--- config.mk ---
export PLATFORM = sky130hd
export DESIGN_NAME = vc_arbiter_flat
export DESIGN_NICKNAME = d
export VERILOG_FILES = /design/src/rtl/vc_arbiter_if.sv /design/src/rtl/vc_arbiter.sv /design/src/flat_wrapper.sv
export SDC_FILE = /design/constraint.sdc
export NUM_CORES = 1
export LEC_CHECK = 0
export ABC_AREA = 1
export CAP_MARGIN = 15
export CORE_ASPECT_RATIO = 1.1
export CORE_UTILIZATION = 38
export DETAILED_ROUTE_END_ITERATION = 10
export PLACE_DENSITY = 0.8
export SYNTH_ARGS = -nofsm -noshare
export SYNTH_HDL_FRONTEND = slang
export SYNTH_SLANG_ARGS = --single-unit
--- constraint.sdc ---
create_clock -name clk -period 2 [get_ports clk]
set_input_delay 0.2 -clock clk [delete_from_list [all_inputs] [get_ports clk]]
set_output_delay 0.2 -clock clk [all_outputs]
set_load 0.02 [all_outputs]
--- src/rtl/vc_arbiter_if.sv ---
// Signal bundle between vc_arbiter and its VC0/VC1 source FIFOs and D0/D1 destination FIFOs.
// The slave modport is the arbiter's view. The master modport is the FIFO/environment view.
interface vc_arbiter_if #(
  parameter int data_width = 6
);
  // Handshake: pop_VCx is a combinational read strobe, so data_out_VCx is valid one cycle later.
  // push_Dx is a registered write strobe qualified only by itself.
  // almost_full_Dx throttles new pops; full_Dx is only observed to flag overflow.
  logic                  empty_fifo_VC0;
  logic                  empty_fifo_VC1;
  logic [data_width-1:0] data_out_VC0;
  logic [data_width-1:0] data_out_VC1;
  logic                  almost_full_D0;
  logic                  almost_full_D1;
  logic                  full_D0;
  logic                  full_D1;
  logic                  pop_VC0_fifo;
  logic                  pop_VC1_fifo;
  logic                  push_D0;
  logic                  push_D1;
  logic [data_width-1:0] data_out_arb;
  logic [1:0]            state;
  logic                  idle;
  logic                  error_arb;
  logic [7:0]            stall_count;

  modport slave (
    input  empty_fifo_VC0, empty_fifo_VC1, data_out_VC0, data_out_VC1,
    input  almost_full_D0, almost_full_D1, full_D0, full_D1,
    output pop_VC0_fifo, pop_VC1_fifo, push_D0, push_D1, data_out_arb,
    output state, idle, error_arb, stall_count
  );

  modport master (
    output empty_fifo_VC0, empty_fifo_VC1, data_out_VC0, data_out_VC1,
    output almost_full_D0, almost_full_D1, full_D0, full_D1,
    input  pop_VC0_fifo, pop_VC1_fifo, push_D0, push_D1, data_out_arb,
    input  state, idle, error_arb, stall_count
  );
endinterface

--- src/rtl/vc_arbiter.sv ---
// Weighted VC0/VC1 scheduler that routes each popped word to D0 or D1 by its destination bit.
// The optional blocked-cycle counter is built only when STALL_COUNT_EN is defined.
module vc_arbiter #(
  parameter int data_width = 6,
  parameter int DEST_BIT   = 4,
  parameter int VC0_WEIGHT = 3
) (
  input  logic         clk,
  input  logic         reset,
  vc_arbiter_if.slave  bus
);

  typedef enum logic [1:0] {
    ST_RESET  = 2'd0,
    ST_INIT   = 2'd1,
    ST_IDLE   = 2'd2,
    ST_ACTIVE = 2'd3
  } arb_state_e;

  localparam int                WCNT_W     = $clog2(VC0_WEIGHT + 1);
  localparam logic [WCNT_W-1:0] WEIGHT_MAX = WCNT_W'(VC0_WEIGHT);

  arb_state_e            state_q, state_d;
  logic [WCNT_W-1:0]     wcnt_q;
  logic                  s1_valid_q;
  logic                  s1_vc1_q;
  logic                  push_d0_q, push_d1_q;
  logic [data_width-1:0] data_q;
  logic                  error_q;

  logic                  can_grant;
  logic                  grant_vc0, grant_vc1, grant_any;
  logic                  push_any;
  logic [data_width-1:0] word_s1;

  // VC1 preempts VC0 only after VC0 has used up its weight while VC1 is waiting.
  always_comb begin
    can_grant = ((state_q == ST_IDLE) || (state_q == ST_ACTIVE)) &&
                !bus.almost_full_D0 && !bus.almost_full_D1;
    grant_vc0 = can_grant && !bus.empty_fifo_VC0 &&
                (bus.empty_fifo_VC1 || (wcnt_q < WEIGHT_MAX));
    grant_vc1 = can_grant && !grant_vc0 && !bus.empty_fifo_VC1;
    grant_any = grant_vc0 || grant_vc1;
    push_any  = push_d0_q || push_d1_q;
    word_s1   = s1_vc1_q ? bus.data_out_VC1 : bus.data_out_VC0;
  end

  always_comb begin
    state_d = state_q;
    case (state_q)
      ST_RESET:  state_d = ST_INIT;
      ST_INIT:   state_d = ST_IDLE;
      ST_IDLE:   if (grant_any) state_d = ST_ACTIVE;
      ST_ACTIVE: if (!grant_any && !s1_valid_q && !push_any) state_d = ST_IDLE;
      default:   state_d = ST_RESET;
    endcase
  end

  always_ff @(posedge clk) begin
    if (reset) begin
      state_q    <= ST_RESET;
      wcnt_q     <= '0;
      s1_valid_q <= 1'b0;
      s1_vc1_q   <= 1'b0;
      push_d0_q  <= 1'b0;
      push_d1_q  <= 1'b0;
      data_q     <= '0;
      error_q    <= 1'b0;
    end else begin
      state_q <= state_d;

      if (grant_vc1 || bus.empty_fifo_VC1) begin
        wcnt_q <= '0;
      end else if (grant_vc0) begin
        wcnt_q <= wcnt_q + 1'b1;
      end

      // Stage 1 remembers which FIFO was popped; its read data arrives one cycle later.
      s1_valid_q <= grant_any;
      s1_vc1_q   <= grant_vc1;
      push_d0_q  <= s1_valid_q && !word_s1[DEST_BIT];
      push_d1_q  <= s1_valid_q &&  word_s1[DEST_BIT];
      if (s1_valid_q) begin
        data_q <= word_s1;
      end

      error_q <= error_q || (push_d0_q && bus.full_D0) || (push_d1_q && bus.full_D1);
    end
  end

  assign bus.pop_VC0_fifo = grant_vc0;
  assign bus.pop_VC1_fifo = grant_vc1;
  assign bus.push_D0      = push_d0_q;
  assign bus.push_D1      = push_d1_q;
  assign bus.data_out_arb = data_q;
  assign bus.state        = state_q;
  assign bus.idle         = (state_q == ST_IDLE);
  assign bus.error_arb    = error_q;

`ifdef STALL_COUNT_EN
  logic [7:0] stall_q;
  logic       stall_cond;

  assign stall_cond = ((state_q == ST_IDLE) || (state_q == ST_ACTIVE)) &&
                      (!bus.empty_fifo_VC0 || !bus.empty_fifo_VC1) &&
                      (bus.almost_full_D0 || bus.almost_full_D1);

  always_ff @(posedge clk) begin
    if (reset) begin
      stall_q <= 8'd0;
    end else if (stall_cond && (stall_q != 8'hFF)) begin
      stall_q <= stall_q + 8'd1;
    end
  end

  assign bus.stall_count = stall_q;
`else
  assign bus.stall_count = 8'd0;
`endif

endmodule

--- src/flat_wrapper.sv ---
// flat-port wrapper written by rule: the top's interface ports become plain ports
module vc_arbiter_flat 
#(
  parameter int data_width = 6,
  parameter int DEST_BIT   = 4,
  parameter int VC0_WEIGHT = 3
)
  (clk, reset, bus_empty_fifo_VC0, bus_empty_fifo_VC1, bus_data_out_VC0, bus_data_out_VC1, bus_almost_full_D0, bus_almost_full_D1, bus_full_D0, bus_full_D1, bus_pop_VC0_fifo, bus_pop_VC1_fifo, bus_push_D0, bus_push_D1, bus_data_out_arb, bus_state, bus_idle, bus_error_arb, bus_stall_count);
  vc_arbiter_if #(.data_width(data_width)) bus_i ();
  input  logic clk;
  input  logic reset;
  input wire logic [$bits(bus_i.empty_fifo_VC0)-1:0] bus_empty_fifo_VC0;
  input wire logic [$bits(bus_i.empty_fifo_VC1)-1:0] bus_empty_fifo_VC1;
  input wire logic [$bits(bus_i.data_out_VC0)-1:0] bus_data_out_VC0;
  input wire logic [$bits(bus_i.data_out_VC1)-1:0] bus_data_out_VC1;
  input wire logic [$bits(bus_i.almost_full_D0)-1:0] bus_almost_full_D0;
  input wire logic [$bits(bus_i.almost_full_D1)-1:0] bus_almost_full_D1;
  input wire logic [$bits(bus_i.full_D0)-1:0] bus_full_D0;
  input wire logic [$bits(bus_i.full_D1)-1:0] bus_full_D1;
  output wire logic [$bits(bus_i.pop_VC0_fifo)-1:0] bus_pop_VC0_fifo;
  output wire logic [$bits(bus_i.pop_VC1_fifo)-1:0] bus_pop_VC1_fifo;
  output wire logic [$bits(bus_i.push_D0)-1:0] bus_push_D0;
  output wire logic [$bits(bus_i.push_D1)-1:0] bus_push_D1;
  output wire logic [$bits(bus_i.data_out_arb)-1:0] bus_data_out_arb;
  output wire logic [$bits(bus_i.state)-1:0] bus_state;
  output wire logic [$bits(bus_i.idle)-1:0] bus_idle;
  output wire logic [$bits(bus_i.error_arb)-1:0] bus_error_arb;
  output wire logic [$bits(bus_i.stall_count)-1:0] bus_stall_count;
  assign bus_i.empty_fifo_VC0 = bus_empty_fifo_VC0;
  assign bus_i.empty_fifo_VC1 = bus_empty_fifo_VC1;
  assign bus_i.data_out_VC0 = bus_data_out_VC0;
  assign bus_i.data_out_VC1 = bus_data_out_VC1;
  assign bus_i.almost_full_D0 = bus_almost_full_D0;
  assign bus_i.almost_full_D1 = bus_almost_full_D1;
  assign bus_i.full_D0 = bus_full_D0;
  assign bus_i.full_D1 = bus_full_D1;
  assign bus_pop_VC0_fifo = bus_i.pop_VC0_fifo;
  assign bus_pop_VC1_fifo = bus_i.pop_VC1_fifo;
  assign bus_push_D0 = bus_i.push_D0;
  assign bus_push_D1 = bus_i.push_D1;
  assign bus_data_out_arb = bus_i.data_out_arb;
  assign bus_state = bus_i.state;
  assign bus_idle = bus_i.idle;
  assign bus_error_arb = bus_i.error_arb;
  assign bus_stall_count = bus_i.stall_count;
  vc_arbiter #(.data_width(data_width), .DEST_BIT(DEST_BIT), .VC0_WEIGHT(VC0_WEIGHT)) u_core (.clk(clk), .reset(reset), .bus(bus_i));
endmodule
==> results of run 1 <==
## flip-flops by register name, indices dropped and copies added (netlist names)
| signal | flops |
|---|---|
| u_core.bus.error_arb | 1 |
| u_core.bus.data_out_arb | 6 |
| u_core.bus.push_D1 | 1 |
| u_core.s1_valid_q | 1 |
| u_core.s1_vc1_q | 1 |
| u_core.bus.state | 2 |
| u_core.wcnt_q | 2 |
| u_core.bus.push_D0 | 1 |
## cell usage after synthesis
master,n,area (sq um)
a21o_1,1,7.51
a31o_1,1,8.76
dfxtp_1,15,300
inv_2,1,3.75
inv_1,15,56.3
ha_1,1,12.5
buf_4,8,60.1
conb_1,1,3.75
nor2_2,1,6.26
or2_0,1,6.26
xor2_1,1,8.76
nor2_1,11,41.3
a21oi_1,4,20.0
nand3_1,8,40.0
nand2_1,11,41.3
o21ai_0,12,60.1
o21ai_1,1,5.00
## through the flow
stage / hold slack [ns] / worst slack (ns)
5_1_grt: 0.494 / 0.237
3_3_place_gp: 0.453 / 0.143
4_1_cts: 0.481 / 0.00862
2_1_floorplan: 0.269 / 0.781
6_report: 0.478 / 0.326
3_5_place_dp: 0.466 / 0.116
## worst max-delay path, delay by kind of cell (launching register included)
kind	cells	cell delay (ns)
DFF	1	0.38
buffers and inverters	2	0.70
and+or+nand+nor	1	0.10
## worst min path at each step
stage,end,depth (start not counted),slack [ns]
2_1_floorplan,u_core.bus.state[0]$_SDFFE_PP0P_,1,0.27
3_3_place_gp,u_core.wcnt_q[1]$_SDFFE_PP0P_,2,0.45
3_5_place_dp,u_core.wcnt_q[1]$_SDFFE_PP0P_,2,0.47
4_1_cts,u_core.wcnt_q[1]$_SDFFE_PP0P_,2,0.48
5_1_grt,u_core.wcnt_q[1]$_SDFFE_PP0P_,2,0.49
6_report,u_core.wcnt_q[1]$_SDFFE_PP0P_,2,0.48
## where the power goes
| part | total (mW) | internal [mW] | switching (mW) |
|---|---|---|---|
| Combinational | 0.107 | 0.0553 | 0.0515 |
| Sequential | 0.312 | 0.306 | 0.00598 |
| Clock | 0.184 | 0.0760 | 0.108 |
| Total | 0.602 | 0.437 | 0.165 |
## cell families after synthesis
kind of cell             share of synthesized area
XOR/XNOR                                    0.0128
flip-flops                                   0.440
AO/OA/AOI/OAI                                0.149
adder cells (fa/ha/maj)                     0.0183
AND/OR/NAND/NOR                              0.198
other                                      0.00550
buffers and inverters                        0.176
## final cells by class
class                           instances  area (sq um)
Timing Repair Buffer                   34           343
Tap cell                               17          21.3
Fill cell                             156           572
Inverter                               16          60.1
Clock inverter                          1          7.51
Sequential cell                        15           300
Multi-Input combinational cell         61           288
Clock buffer                            3          22.5
## layer usage
layer,wire [microns],part of all wire,track usage,up-vias
met2,782,0.51,0.302,27
met3,123,0.080,0.0471,2
met5,0,0,0,-
li1,-,-,-,350
met4,18,0.012,0.113,0
met1,621,0.40,0.182,288
## timing repair
item                                    4_1_cts  5_1_grt
endpoints found under the setup margin        0        2
hold buffers                                  0        0
gates resized for setup                       0        2
==> qor.csv, run 1 <==
metric;value;unit
crit path max fanout;4;
Clock Latency Late Sink;0.29;ns
clock tree buffer depth;2;
GP Congestion;0.747;
final core occ;0.646;
Clock Pin Slew Worst Setup and Hold Paths;0.10;ns
leakage power;0.498;nW
dpl hpwl;1.24;mm
Critical path destination;bus_idle;
final net count;152;
most frequent cells in the layout;31 x clkdlybuf4s50_1, 15 x inv_1, 15 x dfxtp_1;
Yosys reg bits;15;
Buffers on Ports;33;
post-route setup TNS;0;ns
Pwr Total;0.602;mW
DRT Wirelength;1.55;mm
Die ar.;1970;sq um
global-route wire length before repair;2.42;mm
status;completed;
initial antenna violation count;0;
r2r setup slk;0.76;ns
I/O Pins;42;
Starting DRT DRC Count;4;
Total GRT Usage;0.171;
pin count of the biggest net entering global routing;11;
total CTS buffers;3;
hold crit path type;flop to flop;
Final Max Slew Viols;0;
H-tree depth;1;
post-route cell area;1040;sq um
Post-Layout Cell Count;147;
# rows;15;
Fin Clk Skew;0.00598;ns
diodes inserted;0;
Root Buffer;clkbuf_4;
Critical Path RT;1.80;ns
WP data arrival;1.47;ns
most common cell after layout, fill and taps aside;clkdlybuf4s50_1;
Largest stage delay, worst path;0.62;ns
Worst VDD drop;334;uV
CTS tree;built;
# DRC;0;
layout cells sized above 1;0.0538;
MaxCap Viol Count;0;
# setup viols final;0;
CTS sink cnt;15;
RSZ-0062 raised after global routing;false;
number of distinct library cells after synthesis;17;
Worst path slowest cell;clkdlybuf4s50_1;
yosys warns;0;
Final period util;0.837;
final hold violation count;0;
fmax;597;MHz
Synth Instances;93;
worst reg2reg endpoint;u_core.bus.data_out_arb[4]$_SDFFE_PP0P_;
total congestion overflow;0;
DIE WIDTH;42.4;microns
Layout area overhead;52.8;%
core footprint;1610;sq um
Avg WL per Cell;10.5;microns
hold_sp;u_core.wcnt_q[1]$_SDFFE_PP0P_;
Post-Syn Area;682;sq um
RR Startpoint;u_core.s1_vc1_q$_SDFF_PP0_;
CP Launch Point;u_core.bus.state[1]$_SDFFE_PP0P_;
post-synthesis sequential area ratio;0.440;
First-pass DRT Iterations;4;
reg2reg path depth;5;
cell chain of the critical path;inv_1 -> nor2_1 -> clkdlybuf4s50_1;
vias after detailed routing;667;
number of global-route vias before repair;605;
dpl cells;143;
Die Height;46.4;microns
Initial Utilization;0.422;
placed cell area;1010;sq um
Setup crit end kind;output pin;
buffer count from post-CTS setup fixing;0;
Power Dens Cells;577;nW/um^2
DRT antenna net count;0;
post-route minimum period;1.67;ns
DR vias/cell;4.54;
Critical Path Start Type;flop;
Avg Cell Area, Syn;7.33;sq um
Crit Path Class;flop to output pin;
Power figures use the tool's default switching activity.
==> inputs of run 2 (changes only) <==
- CORE_UTILIZATION: 38 -> 35
- PLACE_DENSITY: 0.8 -> 0.75
- clock period: 2 -> 1.6 ns (I/O delays scaled with it)
==> qor.csv, run 2 (synthesis results as in run 1) <==
metric;value;unit
dpl hpwl;1.17;mm
Pint;0.546;mW
Critical Path Start Type;flop;
Buffers on Ports;33;
Final Max Slew Viols;0;
DR vias/cell;4.44;
hold bufs inserted after CTS;0;
# setup viols final;0;
final hold violation count;0;
MaxCap Viol Count;0;
final core occ;0.582;
Final period util;0.925;
Fin Clk Skew;0.00294;ns
Seq pwr share;0.526;
Power Dens Cells;702;nW/um^2
GP Congestion;0.677;
CTS tree;built;
status;completed;
H-tree depth;1;
diodes inserted;0;
number of global-route vias before repair;624;
CTS sink cnt;15;
Critical Path RT;1.44;ns
Sw Share;0.258;
fmax;676;MHz
DRT Wirelength;1.51;mm
Largest register FFs;6;
Worst VDD drop;425;uV
crit path max fanout;3;
Initial Utilization;0.378;
core footprint;1800;sq um
post-route setup TNS;0;ns
pin count of the biggest net entering global routing;10;
most frequent cells in the layout;30 x clkdlybuf4s50_1, 15 x inv_1, 14 x dfxtp_1;
# DRC;0;
Starting DRT DRC Count;9;
total congestion overflow;0;
Crit Path Class;flop to output pin;
post-route cell area;1050;sq um
Die ar.;2130;sq um
vias after detailed routing;671;
final net count;155;
Setup crit end kind;output pin;
most common cell after layout, fill and taps aside;clkdlybuf4s50_1;
WP data arrival;1.32;ns
DIE WIDTH;44.1;microns
RSZ-0062 raised after global routing;false;
hold crit path type;flop to flop;
global-route wire length before repair;2.43;mm
leakage power;0.488;nW
Layout area overhead;53.8;%
Clock Pin Slew Worst Setup and Hold Paths;0.09;ns
dpl cells;147;
Die Height;48.3;microns
Comb power frac;0.187;
initial antenna violation count;0;
Clock Latency Late Sink;0.28;ns
Root Buffer;clkbuf_4;
placed cell area;1030;sq um
Net Sw Power;0.190;mW
Total GRT Usage;0.158;
I/O Pins;42;
post-route minimum period;1.48;ns
Post-Layout Cell Count;151;
clock tree buffer depth;2;
Avg WL per Cell;10.0;microns
Clk pwr share;0.287;
First-pass DRT Iterations;5;
# rows;16;
layout cells sized above 1;0.0977;
Fillers;180;
total CTS buffers;3;
DRT antenna net count;0;
## run 2: cell count changes in the layout (fill, tap and decap cells not counted), sizes merged
cell / previous run / this run
clkdlybuf4s50: 31 / 30
buf: 1 / 6
clkinv: 0 / 1
clkinvlp: 1 / 0
dlymetal6s2s: 2 / 0
dlygate4sd2: 0 / 1
## run 2: what timing repair did
| item | in CTS | in global routing |
|---|---|---|
| hold endpoints to repair | 0 | 0 |
| gates resized for setup | 7 | 3 |
| setup endpoints to repair | 3 | 2 |
| setup buffers | 0 | 0 |
| gates cloned | 0 | 0 |
## run 2: routing by layer
metal	part of all wire	global-route usage	wire length, microns	vias up
li1	-	-	-	356
met1	0.42	0.161	628	287
met2	0.50	0.303	761	26
met3	0.075	0.0481	113	2
met4	0.0066	0.0727	10	0
met5	0	0	0	-
## run 2: worst max-delay path, cell delays in order (launching register included)
cell and delay (ns):
dfxtp_1 0.33, buf_4 0.12, clkdlybuf4s50_1 0.59
## run 2: layout make-up
cell class	instances	area, sq um	area share
inverters	16	60.1	0.0573
clock inverters	1	5.00	0.00477
multi-input cells	61	288	0.274
clock buffers	3	22.5	0.0215
repair buffers	37	349	0.333
well taps	18	22.5	0.0215
flip-flops and latches	15	302	0.288
## run 2: power by group through the flow
stage / clock, mW / combinational (mW) / sequential, mW
finish: 0.211 / 0.137 / 0.387
global route: 0.236 / 0.150 / 0.389
CTS: 0.220 / 0.138 / 0.388
detailed placement: 0 / 0.140 / 0.396
global placement: 0 / 0.138 / 0.396
floorplan: 0 / 0.0628 / 0.406
## run 2: worst paths after layout
check                                                 startpoint                                 endpoint  slack, ns  depth (start not counted)
worst max-delay path            u_core.bus.state[1]$_SDFFE_PP0P_                             bus_state[1]       0.12                          2
worst min-delay path               u_core.wcnt_q[1]$_SDFFE_PP0P_            u_core.wcnt_q[1]$_SDFFE_PP0P_       0.48                          2
worst max register to register        u_core.s1_vc1_q$_SDFF_PP0_  u_core.bus.data_out_arb[4]$_SDFFE_PP0P_       0.36                          5
worst min register to register     u_core.wcnt_q[1]$_SDFFE_PP0P_            u_core.wcnt_q[1]$_SDFFE_PP0P_       0.48                          2
## run 2: through the flow
| step | hold slack [ns] | setup slack [ns] | power (mW) |
|---|---|---|---|
| floorplan | 0.229 | 0.381 | 0.469 |
| global placement | 0.453 | -0.169 | 0.534 |
| detailed placement | 0.469 | -0.198 | 0.536 |
| CTS | 0.478 | 0.0214 | 0.746 |
| global route | 0.497 | 0.0358 | 0.776 |
| finish | 0.483 | 0.121 | 0.736 |
